--- config.mk ---
export PLATFORM = sky130hd
export DESIGN_NAME = fx_bus_master_flat
export DESIGN_NICKNAME = d
export VERILOG_FILES = /design/src/rtl/fx_bus_pkg.sv /design/src/rtl/fx_bus_master_if.sv /design/src/rtl/fx_bus_master.sv /design/src/flat_wrapper.sv
export SDC_FILE = /design/constraint.sdc
export NUM_CORES = 1
export LEC_CHECK = 0
export BUFFER_PORTS_ARGS = -buffer_cell sky130_fd_sc_hd__clkbuf_2
export CAP_MARGIN = 20
export CORE_ASPECT_RATIO = 1.75
export CORE_MARGIN = 1
export CORE_UTILIZATION = 45
export DETAILED_ROUTE_END_ITERATION = 10
export PLACE_DENSITY = 0.69
export SETUP_SLACK_MARGIN = 0.1
export SLEW_MARGIN = 5
export SYNTH_ARGS = -nofsm -noshare
export SYNTH_HDL_FRONTEND = slang
export SYNTH_SLANG_ARGS = --single-unit
--- constraint.sdc ---
create_clock -name clk_sys -period 1.8 [get_ports clk_sys]
set_clock_uncertainty 0.2 [all_clocks]
set_input_delay 0.27 -clock clk_sys [delete_from_list [all_inputs] [get_ports clk_sys]]
set_output_delay 0.27 -clock clk_sys [all_outputs]
set_load 0.02 [all_outputs]
--- src/rtl/fx_bus_pkg.sv ---
// Shared definitions for the fx register bus master: FSM encoding, command bytes,
// bus widths and address field positions.
package fx_bus_pkg;

    localparam int unsigned FX_ADDR_W = 16;
    localparam int unsigned FX_DATA_W = 8;
    localparam int unsigned FX_TO_W   = 24;

    // fx address layout: module id in [13:8], register offset in [7:0]
    localparam int unsigned FX_MOD_ID_MSB = 13;
    localparam int unsigned FX_MOD_ID_LSB = 8;
    localparam int unsigned FX_REG_MSB    = 7;
    localparam int unsigned FX_REG_LSB    = 0;

    localparam logic [FX_DATA_W-1:0] CMD_WR_DEF      = 8'h57;
    localparam logic [FX_DATA_W-1:0] CMD_RD_DEF      = 8'h52;
    localparam logic [FX_TO_W-1:0]   TIMEOUT_CYC_DEF = 24'd5_000_000;
    localparam int unsigned          RD_LAT_DEF      = 1;

    typedef enum logic [2:0] {
        ST_IDLE   = 3'd0,
        ST_ADDR_H = 3'd1,
        ST_ADDR_L = 3'd2,
        ST_DATA   = 3'd3,
        ST_DO_WR  = 3'd4,
        ST_DO_RD  = 3'd5,
        ST_WAIT_Q = 3'd6,
        ST_SEND   = 3'd7
    } fx_state_t;

    // Address bytes arrive MSB first
    function automatic logic [FX_ADDR_W-1:0] fx_addr(input logic [FX_DATA_W-1:0] hi,
                                                     input logic [FX_DATA_W-1:0] lo);
        return {hi, lo};
    endfunction

endpackage

--- src/rtl/fx_bus_master_if.sv ---
// Host byte stream, response stream and shared fx register bus lines of the bus master.
interface fx_bus_master_if;
    import fx_bus_pkg::*;

    logic [FX_DATA_W-1:0] rx_data;
    logic                 rx_vld;
    logic [FX_DATA_W-1:0] tx_data;
    logic                 tx_vld;
    logic                 tx_rdy;
    logic [FX_ADDR_W-1:0] fx_waddr;
    logic                 fx_wr;
    logic [FX_DATA_W-1:0] fx_data;
    logic                 fx_rd;
    logic [FX_ADDR_W-1:0] fx_raddr;
    logic [FX_DATA_W-1:0] fx_q;
    logic                 err;
    logic                 busy;

    modport master (
        input  rx_data, rx_vld, tx_rdy, fx_q,
        output tx_data, tx_vld, fx_waddr, fx_wr, fx_data, fx_rd, fx_raddr, err, busy
    );

    modport slave (
        output rx_data, rx_vld, tx_rdy, fx_q,
        input  tx_data, tx_vld, fx_waddr, fx_wr, fx_data, fx_rd, fx_raddr, err, busy
    );

endinterface

--- src/rtl/fx_bus_master.sv ---
// Host-packet to fx register bus bridge: decodes write/read packets into single-cycle
// strobes and returns read data as one response byte.
module fx_bus_master
    import fx_bus_pkg::*;
#(
    parameter logic [FX_TO_W-1:0]   TIMEOUT_CYC = TIMEOUT_CYC_DEF,
    parameter int unsigned          RD_LAT      = RD_LAT_DEF,
    parameter logic [FX_DATA_W-1:0] CMD_WR      = CMD_WR_DEF,
    parameter logic [FX_DATA_W-1:0] CMD_RD      = CMD_RD_DEF
) (
    input  logic              clk_sys,
    input  logic              rst_n,
    fx_bus_master_if.master   bus
);

    localparam int unsigned LAT_W = (RD_LAT > 1) ? $clog2(RD_LAT) : 1;

    fx_state_t            state_q,    state_d;
    logic                 is_rd_q,    is_rd_d;
    logic [FX_DATA_W-1:0] addr_hi_q,  addr_hi_d;
    logic [FX_DATA_W-1:0] addr_lo_q,  addr_lo_d;
    logic [FX_TO_W-1:0]   to_cnt_q,   to_cnt_d;
    logic [LAT_W-1:0]     lat_q,      lat_d;
    logic [FX_ADDR_W-1:0] fx_waddr_q, fx_waddr_d;
    logic [FX_ADDR_W-1:0] fx_raddr_q, fx_raddr_d;
    logic [FX_DATA_W-1:0] fx_data_q,  fx_data_d;
    logic                 fx_wr_q,    fx_wr_d;
    logic                 fx_rd_q,    fx_rd_d;
    logic [FX_DATA_W-1:0] tx_data_q,  tx_data_d;
    logic                 tx_vld_q,   tx_vld_d;
    logic                 err_q,      err_d;
    logic                 busy_q,     busy_d;

    logic pkt_phase_c;
    logic expired_c;

    assign pkt_phase_c = (state_q == ST_ADDR_H) || (state_q == ST_ADDR_L) || (state_q == ST_DATA);
    assign expired_c   = (to_cnt_q == (TIMEOUT_CYC - FX_TO_W'(1)));

    // Next-state and next-output decode
    always_comb begin
        state_d    = state_q;
        is_rd_d    = is_rd_q;
        addr_hi_d  = addr_hi_q;
        addr_lo_d  = addr_lo_q;
        to_cnt_d   = '0;
        lat_d      = lat_q;
        fx_waddr_d = fx_waddr_q;
        fx_raddr_d = fx_raddr_q;
        fx_data_d  = fx_data_q;
        fx_wr_d    = 1'b0;
        fx_rd_d    = 1'b0;
        tx_data_d  = tx_data_q;
        tx_vld_d   = 1'b0;
        err_d      = 1'b0;

        case (state_q)
            ST_IDLE: begin
                if (bus.rx_vld) begin
                    if ((bus.rx_data == CMD_WR) || (bus.rx_data == CMD_RD)) begin
                        state_d = ST_ADDR_H;
                        is_rd_d = (bus.rx_data == CMD_RD);
                    end else begin
                        err_d = 1'b1;
                    end
                end
            end
            ST_ADDR_H: begin
                if (bus.rx_vld) begin
                    addr_hi_d = bus.rx_data;
                    state_d   = ST_ADDR_L;
                end
            end
            ST_ADDR_L: begin
                if (bus.rx_vld) begin
                    addr_lo_d = bus.rx_data;
                    if (is_rd_q) begin
                        state_d    = ST_DO_RD;
                        fx_rd_d    = 1'b1;
                        fx_raddr_d = fx_addr(addr_hi_q, bus.rx_data);
                    end else begin
                        state_d = ST_DATA;
                    end
                end
            end
            ST_DATA: begin
                if (bus.rx_vld) begin
                    state_d    = ST_DO_WR;
                    fx_wr_d    = 1'b1;
                    fx_data_d  = bus.rx_data;
                    fx_waddr_d = fx_addr(addr_hi_q, addr_lo_q);
                end
            end
            ST_DO_WR: begin
                err_d   = bus.rx_vld;
                state_d = ST_IDLE;
            end
            ST_DO_RD: begin
                err_d   = bus.rx_vld;
                lat_d   = '0;
                state_d = ST_WAIT_Q;
            end
            ST_WAIT_Q: begin
                err_d = bus.rx_vld;
                if (lat_q == LAT_W'(RD_LAT - 1)) begin
                    tx_data_d = bus.fx_q;
                    tx_vld_d  = 1'b1;
                    state_d   = ST_SEND;
                end else begin
                    lat_d = lat_q + LAT_W'(1);
                end
            end
            ST_SEND: begin
                err_d = bus.rx_vld;
                if (bus.tx_rdy) begin
                    state_d = ST_IDLE;
                end else begin
                    tx_vld_d = 1'b1;
                end
            end
            default: state_d = ST_IDLE;
        endcase

        // Inter-byte timeout; a byte arriving on the expiry cycle takes priority
        if (pkt_phase_c && !bus.rx_vld) begin
            if (expired_c) begin
                state_d = ST_IDLE;
                err_d   = 1'b1;
            end else begin
                to_cnt_d = to_cnt_q + FX_TO_W'(1);
            end
        end

        busy_d = (state_d != ST_IDLE);
    end

    always_ff @(posedge clk_sys or negedge rst_n) begin
        if (!rst_n) begin
            state_q    <= ST_IDLE;
            is_rd_q    <= 1'b0;
            addr_hi_q  <= '0;
            addr_lo_q  <= '0;
            to_cnt_q   <= '0;
            lat_q      <= '0;
            fx_waddr_q <= '0;
            fx_raddr_q <= '0;
            fx_data_q  <= '0;
            fx_wr_q    <= 1'b0;
            fx_rd_q    <= 1'b0;
            tx_data_q  <= '0;
            tx_vld_q   <= 1'b0;
            err_q      <= 1'b0;
            busy_q     <= 1'b0;
        end else begin
            state_q    <= state_d;
            is_rd_q    <= is_rd_d;
            addr_hi_q  <= addr_hi_d;
            addr_lo_q  <= addr_lo_d;
            to_cnt_q   <= to_cnt_d;
            lat_q      <= lat_d;
            fx_waddr_q <= fx_waddr_d;
            fx_raddr_q <= fx_raddr_d;
            fx_data_q  <= fx_data_d;
            fx_wr_q    <= fx_wr_d;
            fx_rd_q    <= fx_rd_d;
            tx_data_q  <= tx_data_d;
            tx_vld_q   <= tx_vld_d;
            err_q      <= err_d;
            busy_q     <= busy_d;
        end
    end

    assign bus.fx_waddr = fx_waddr_q;
    assign bus.fx_raddr = fx_raddr_q;
    assign bus.fx_data  = fx_data_q;
    assign bus.fx_wr    = fx_wr_q;
    assign bus.fx_rd    = fx_rd_q;
    assign bus.tx_data  = tx_data_q;
    assign bus.tx_vld   = tx_vld_q;
    assign bus.err      = err_q;
    assign bus.busy     = busy_q;

endmodule

--- src/flat_wrapper.sv ---
// flat-port wrapper written by rule: the top's interface ports become plain ports
module fx_bus_master_flat import fx_bus_pkg::*;
#(
    parameter logic [FX_TO_W-1:0]   TIMEOUT_CYC = TIMEOUT_CYC_DEF,
    parameter int unsigned          RD_LAT      = RD_LAT_DEF,
    parameter logic [FX_DATA_W-1:0] CMD_WR      = CMD_WR_DEF,
    parameter logic [FX_DATA_W-1:0] CMD_RD      = CMD_RD_DEF
)
  (clk_sys, rst_n, bus_rx_data, bus_rx_vld, bus_tx_rdy, bus_fx_q, bus_tx_data, bus_tx_vld, bus_fx_waddr, bus_fx_wr, bus_fx_data, bus_fx_rd, bus_fx_raddr, bus_err, bus_busy);
  fx_bus_master_if bus_i ();
  input  logic clk_sys;
  input  logic rst_n;
  input wire logic [$bits(bus_i.rx_data)-1:0] bus_rx_data;
  input wire logic [$bits(bus_i.rx_vld)-1:0] bus_rx_vld;
  input wire logic [$bits(bus_i.tx_rdy)-1:0] bus_tx_rdy;
  input wire logic [$bits(bus_i.fx_q)-1:0] bus_fx_q;
  output wire logic [$bits(bus_i.tx_data)-1:0] bus_tx_data;
  output wire logic [$bits(bus_i.tx_vld)-1:0] bus_tx_vld;
  output wire logic [$bits(bus_i.fx_waddr)-1:0] bus_fx_waddr;
  output wire logic [$bits(bus_i.fx_wr)-1:0] bus_fx_wr;
  output wire logic [$bits(bus_i.fx_data)-1:0] bus_fx_data;
  output wire logic [$bits(bus_i.fx_rd)-1:0] bus_fx_rd;
  output wire logic [$bits(bus_i.fx_raddr)-1:0] bus_fx_raddr;
  output wire logic [$bits(bus_i.err)-1:0] bus_err;
  output wire logic [$bits(bus_i.busy)-1:0] bus_busy;
  assign bus_i.rx_data = bus_rx_data;
  assign bus_i.rx_vld = bus_rx_vld;
  assign bus_i.tx_rdy = bus_tx_rdy;
  assign bus_i.fx_q = bus_fx_q;
  assign bus_tx_data = bus_i.tx_data;
  assign bus_tx_vld = bus_i.tx_vld;
  assign bus_fx_waddr = bus_i.fx_waddr;
  assign bus_fx_wr = bus_i.fx_wr;
  assign bus_fx_data = bus_i.fx_data;
  assign bus_fx_rd = bus_i.fx_rd;
  assign bus_fx_raddr = bus_i.fx_raddr;
  assign bus_err = bus_i.err;
  assign bus_busy = bus_i.busy;
  fx_bus_master #(.TIMEOUT_CYC(TIMEOUT_CYC), .RD_LAT(RD_LAT), .CMD_WR(CMD_WR), .CMD_RD(CMD_RD)) u_core (.clk_sys(clk_sys), .rst_n(rst_n), .bus(bus_i));
endmodule
; Yosys cells after proc, flatten, opt, wreduce, memory -nomap -nowiden
; Index checks and enable logic that the tools add are counted.
[word_totals]
register_bits = 98
in_bits = 20
[op_classes]
n_addsub = 2
n_eq_ne = 10
muxes = 28
n_bitwise = 1
reduce_logical = 15
[op_table]
columns = cell, n
row1 = two-way mux 24 bit, 2
row2 = two-way mux 3 bit, 10
row3 = adder 24 x 1 -> 24 bit (second input constant), 1
row4 = == test 24 x 23 -> 1 bit (second input constant), 1
row5 = case mux 3 bit (8 select lines), 1
row6 = == test 8 x 7 -> 1 bit (second input constant), 2
row7 = == test 3 bit (second input constant), 4
row8 = two-way mux 1 bit, 12
row9 = AND reduction 2 bit, 4
row10 = == test 3 x 2 -> 1 bit (second input constant), 2
row11 = case mux 1 bit (2 select lines), 3
row12 = AND reduction 3 bit, 2
row13 = OR reduction 4 bit, 1
row14 = == test 3 x 1 -> 1 bit (second input constant), 1
row15 = logical NOT 3 bit, 1
row16 = logical OR 1 bit, 3
row17 = nonzero test 3 bit, 1
row18 = nonzero test 2 bit, 1
row19 = adder 1 bit (second input constant), 1
row20 = logical AND 1 bit, 1
row21 = logical NOT 1 bit, 1
row22 = NOT 1 bit, 1

; Logic depth before layout (Yosys ltp)
[logic_depth]
ltp_word = 8
mapped_depth = 8
mapped_depth_nobuf = 6

; Least setup slack after synthesis
; OpenSTA, ideal clock, no wires.
[synth_timing]
kind = register to register
from = register u_core.to_cnt_q[0]
to = register u_core.to_cnt_q[10]
setup_time_ps = 119
t_arrival_ps = 1436
slack_ps = 45
stages_incl_launch_ff = 9
path_buffers = 2
path_cell_list = dfrtp_1 > ha_1 > and4_1 > nand4_1 > nand4b_1 > nand2b_1 > buf_4 > buf_6 > nor2_1
[synth_via]
elab_chain_cells = 3
elab_cells_between_ends = 4
cone_classes = 1 x add/sub / 1 x eq/ne / 2 x mux
[synth_rtl]
columns = element, line_no
row1 = "start, declared", fx_bus_master.sv:22  ; logic [FX_TO_W-1:0] to_cnt_q, to_cnt_d;
row2 = "start signal, assigned", fx_bus_master.sv:159  ; to_cnt_q <= to_cnt_d;
row3 = adder 24 x 1 -> 24 bit / == test 24 x 23 -> 1 bit (equally long branches), "fx_bus_master.sv:130, fx_bus_master.sv:38"
row4 = two-way mux 24 bit *, fx_bus_master.sv:126  ; if (expired_c) begin
row5 = two-way mux 24 bit *, fx_bus_master.sv:125  ; if (pkt_phase_c && !bus.rx_vld) begin
row6 = net u_core.to_cnt_d[10], fx_bus_master.sv:22
; Mark *: on every way through the listed nets, which the timed path passes. The rest lies on a longest branch.
; A chain may end at the register's enable or synchronous reset.

; Worst setup path in the final report
[layout_timing]
from = register u_core.to_cnt_q[21]
to = register u_core.to_cnt_q[3]
[layout_via]
elab_chain_cells = 3
[layout_rtl]
columns = element, line_no
row1 = == test 24 x 23 -> 1 bit, fx_bus_master.sv:38  ; assign expired_c = (to_cnt_q == (TIMEOUT_CYC - FX_TO_W'(1)));
row2 = two-way mux 24 bit, fx_bus_master.sv:126
row3 = two-way mux 24 bit, fx_bus_master.sv:125
row4 = net u_core.to_cnt_d[3], fx_bus_master.sv:22
; The timed path passes the listed nets, and every way through them passes these cells.

==> summary.md <==
| Metric | Value |
|---|---|
| Status | complete, but fails checks |
| Failing checks | setup timing |
| CP Data Required Time | 1.83 ns |
| Post-Syn Nets | 383 |
| Setup slack after layout | -0.145 ns |
| Clock tree buffer depth | 2 |
| Largest family of logic cells by synthesized area | simple AND/OR/NAND/NOR gates |
| Net Sw Power | 1.34 mW |
| Post-Synth Adder-Cell Area | 0.00302 |
| Routed len/inst | 16.2 um |
| Slew Viols, Final | 0 |
| Leakage | 2.71 nW |
| Layout Nets | 501 |
| Crit Path Max Fanout | 6 |
| Fillers | 696 |
| Syn Inst Count | 362 |
| Worst-Margin Slew | 0.429 ns |
| Synth async-reset ratio | 1.00 |
| RSZ-0062 raised after global routing | true |
| IO Port Bufs | 72 |
| Max-cap viol count | 0 |
| CTS Sinks | 97 |
| Die W | 74.5 um |
| Crit start category | register |
| Post-synthesis mux area share | 0.115 |
| First-pass GRT wire length | 15,400 um |
| Simple-gate share of the synthesized area | 0.189 |
| Sw frac | 0.258 |
| EDFF count, synth | 0 |
| Top-area cell type share of the netlist area | 0.587 |
| Vias/cell | 5.11 |
| Post-route ant nets | 0 |
| Routed wire length | 9770 um |
| Drt first pass iters | 4 |
| Largest net degree at the start of global routing | 61 |
| Root Driver | clkbuf_16 |
| Total design power | 5.19 mW |
| Reg-to-reg endpoint | u_core.to_cnt_q[3] |
| Global route total overflow | 0 |
| Via count of the first global-routing pass | 3,191 |
| Highest Clock Rate | 514 MHz |
| Sequential share of power | 0.502 |
| Iteration-0 DRC Markers | 129 |
| Worst path cell trace | nor4b_2 -> buf_4 -> nand4_1 -> nand4b_1 -> nand2b_4 -> buf_8 -> nor2_1 |
| Most common cell in the netlist | dfrtp_1 |
| Die height | 129 um |
| Total CTS buffers | 9 |
| Cell Pwr Density | 945 nW/um^2 |
| Crit Path Class | register to register |
| Final Setup Violations | 28 |
| Combinational power share | 0.149 |
| Final Hold Vio Count | 0 |
| Clock-pin slew on the worst setup and hold paths | 0.06 ns |
| All-layer global routing usage | 0.216 |
| Hold path startpoint | bus_rx_data[4] |
| Post-detail-place hpwl | 6340 um |
| Dominant synthesized flop cell | dfrtp_1 |
| Slowest stage delay, CP | 0.39 ns |
| HP Class | input port to register |
| Post-synthesis compound-gate area fraction | 0.0275 |
| Synth area leader | dfrtp_1 |
| Ranking of synthesized cells by area | dfrtp_1 (59%), mux2_2 (8.7%), nand2_1 (8.0%) |
| Area of the multi-input gates | 1750 um^2 |
| VDD IR-drop max | 944 uV |
| Crit share post-route | 1.08 |
| Area grow syn2layout | 32.7% |
| WHS Endpoint | u_core.bus.fx_data[4] |
| Worst-Skew Late Latency | 0.34 ns |
| Critical path's slowest cell | dfrtp_1 |
| Crit path DAT | 1.97 ns |
| Internal Power | 3.85 mW |
| Post-synthesis sequential area ratio | 0.587 |
| I/O pin cnt | 73 |
| Post-synthesis xor/xnor area fraction | 0.0487 |
| Initial antenna violation count | 0 |
| Synthesized area | 4140 um^2 |
| Layout cells sized above 1 | 0.412 |
| Slew headroom | 0.712 |
| Post-synth top cells | dfrtp_1 (97), nand2_1 (88), nor2_1 (33) |
| Cell row count | 45 |
| CTS tree | built |
| Drt drc | 0 |
| Vias | 3,076 |
| Initial core utilization | 0.471 |
| Register area | 2430 um^2 |
| Antenna cell count | 0 |
| End-of-flow core utilization | 0.625 |
| Critical R2R Launch | u_core.to_cnt_q[21] |
| Synth Warn # | 0 |
| Final worst path period need | 1.95 ns |
| Core Area | 8780 um^2 |
| H-tree depth | 3 |
| Die footprint | 9590 um^2 |
| Reg2Reg Depth | 7 |
| RePlAce Congestion | 0.817 |
| Hold Path Stages | 3 |
| Number of unique standard cell types used by synthesis | 42 |
| Average cell area after synthesis | 11.4 um^2 |
| Yosys reg bits | 97 |
| FF-to-FF setup slack | -0.15 ns |
| Crit end category | register |
| Clock power share | 0.349 |
[layout by cell type (no fill, tap or decap), types with 2 or more instances in the layout]
master and count:
o21ai_0 4, nor2_2 18, nor2_1 8, nand4_1 10, clkbuf_16 10, mux2_2 24, dfrtp_1 96, a311oi_1 2
nand2_1 88, xor2_1 16, xnor2_1 5, buf_12 3, nor2b_1 2, nor3_2 2, a21oi_1 5, dlygate4sd3_1 13
nor3_1 2, clkbuf_2 71, and4_1 4, clkbuf_8 2, nand2b_4 2, buf_8 4, mux2_4 15, xor2_2 2
inv_1 5, and2_1 2, nand3_1 6, nor2_4 7, nor4b_1 2, clkinv_2 2, buf_6 3, buf_4 26
nor4_2 2
[registers in the layout, summed over array words and instances, names as in the netlist]
register,count
u_core.bus.tx_data,8
u_core.to_cnt_q,24
u_core.bus.busy,1
u_core.bus.fx_waddr,16
u_core.bus.fx_raddr,16
u_core.bus.fx_data,8
u_core.bus.fx_rd,1
u_core.bus.err,1
u_core.state_q,3
u_core.is_rd_q,1
u_core.bus.tx_vld,1
u_core.bus.fx_wr,1
u_core.addr_lo_q,8
u_core.addr_hi_q,8
[cell families after synthesis]
logic type,Yosys count
flops,97
buf+inv,19
xor+xnor,23
fa+ha+maj,1
mux,40
compound gates,18
simple gates,164
[repair_timing]
action                                  CTS  global route
cloned                                    2             1
setup buffers                             2             2
hold endpoints to repair                 51             0
gates resized for setup                  23            37
hold buffers                             13             0
pin swaps                                 5             2
endpoints found under the setup margin   52            63
[area by class of cell]
class	instances	area share
Timing Repair Buffer	121	0.157
Inverter	5	0.00342
Clock buffer	12	0.0467
Clock inverter	4	0.00479
Multi-Input combinational cell	246	0.319
Tap cell	117	0.0267
Sequential cell	97	0.442
[metrics by stage]
stage	TNS [ns]	std cells	setup WS [ns]	hold WS, ns	cell area (um^2)
floorplan	0	362	0.0658	-0.226	4140
global placement	-0.634	566	-0.0297	-0.0111	4790
detailed placement	-2.04	566	-0.0957	-0.00351	4790
CTS	-1.11	599	-0.0612	0.0107	5320
global route	-5.93	602	-0.232	0.0289	5490
finish	-3.67	602	-0.145	0.0232	5490
[layer usage]
metal,routed length [um],global-route usage
met5,0,0
met3,353,0.0501
met1,3870,0.252
met4,244,0.103
met2,5300,0.368
[power groups by stage]
stage / sequential (mW) / clock (mW) / combinational [mW]
global placement: 2.63 / 0 / 0.668
floorplan: 2.73 / 0 / 0.296
detailed placement: 2.64 / 0 / 0.688
global route: 2.63 / 1.95 / 0.834
CTS: 2.60 / 1.86 / 0.727
finish: 2.61 / 1.81 / 0.773
[critical path: cells and delay by family (launching register included)]
family / cells / cell delay (ns)
flip-flops: 1 / 0.39
AND/OR/NAND/NOR: 5 / 0.94
buffers and inverters: 2 / 0.30
[worst max-delay path by stage]
stage,from,to
after floorplan,u_core.to_cnt_q[0],u_core.to_cnt_q[10]
after global placement,u_core.to_cnt_q[6],u_core.to_cnt_q[23]
after detailed placement,u_core.to_cnt_q[6],u_core.to_cnt_q[23]
after CTS,u_core.to_cnt_q[21],u_core.bus.busy
after global routing,u_core.to_cnt_q[21],u_core.bus.busy
final,u_core.to_cnt_q[21],u_core.to_cnt_q[3]
Note: power is estimated with default switching activity, not from simulation.
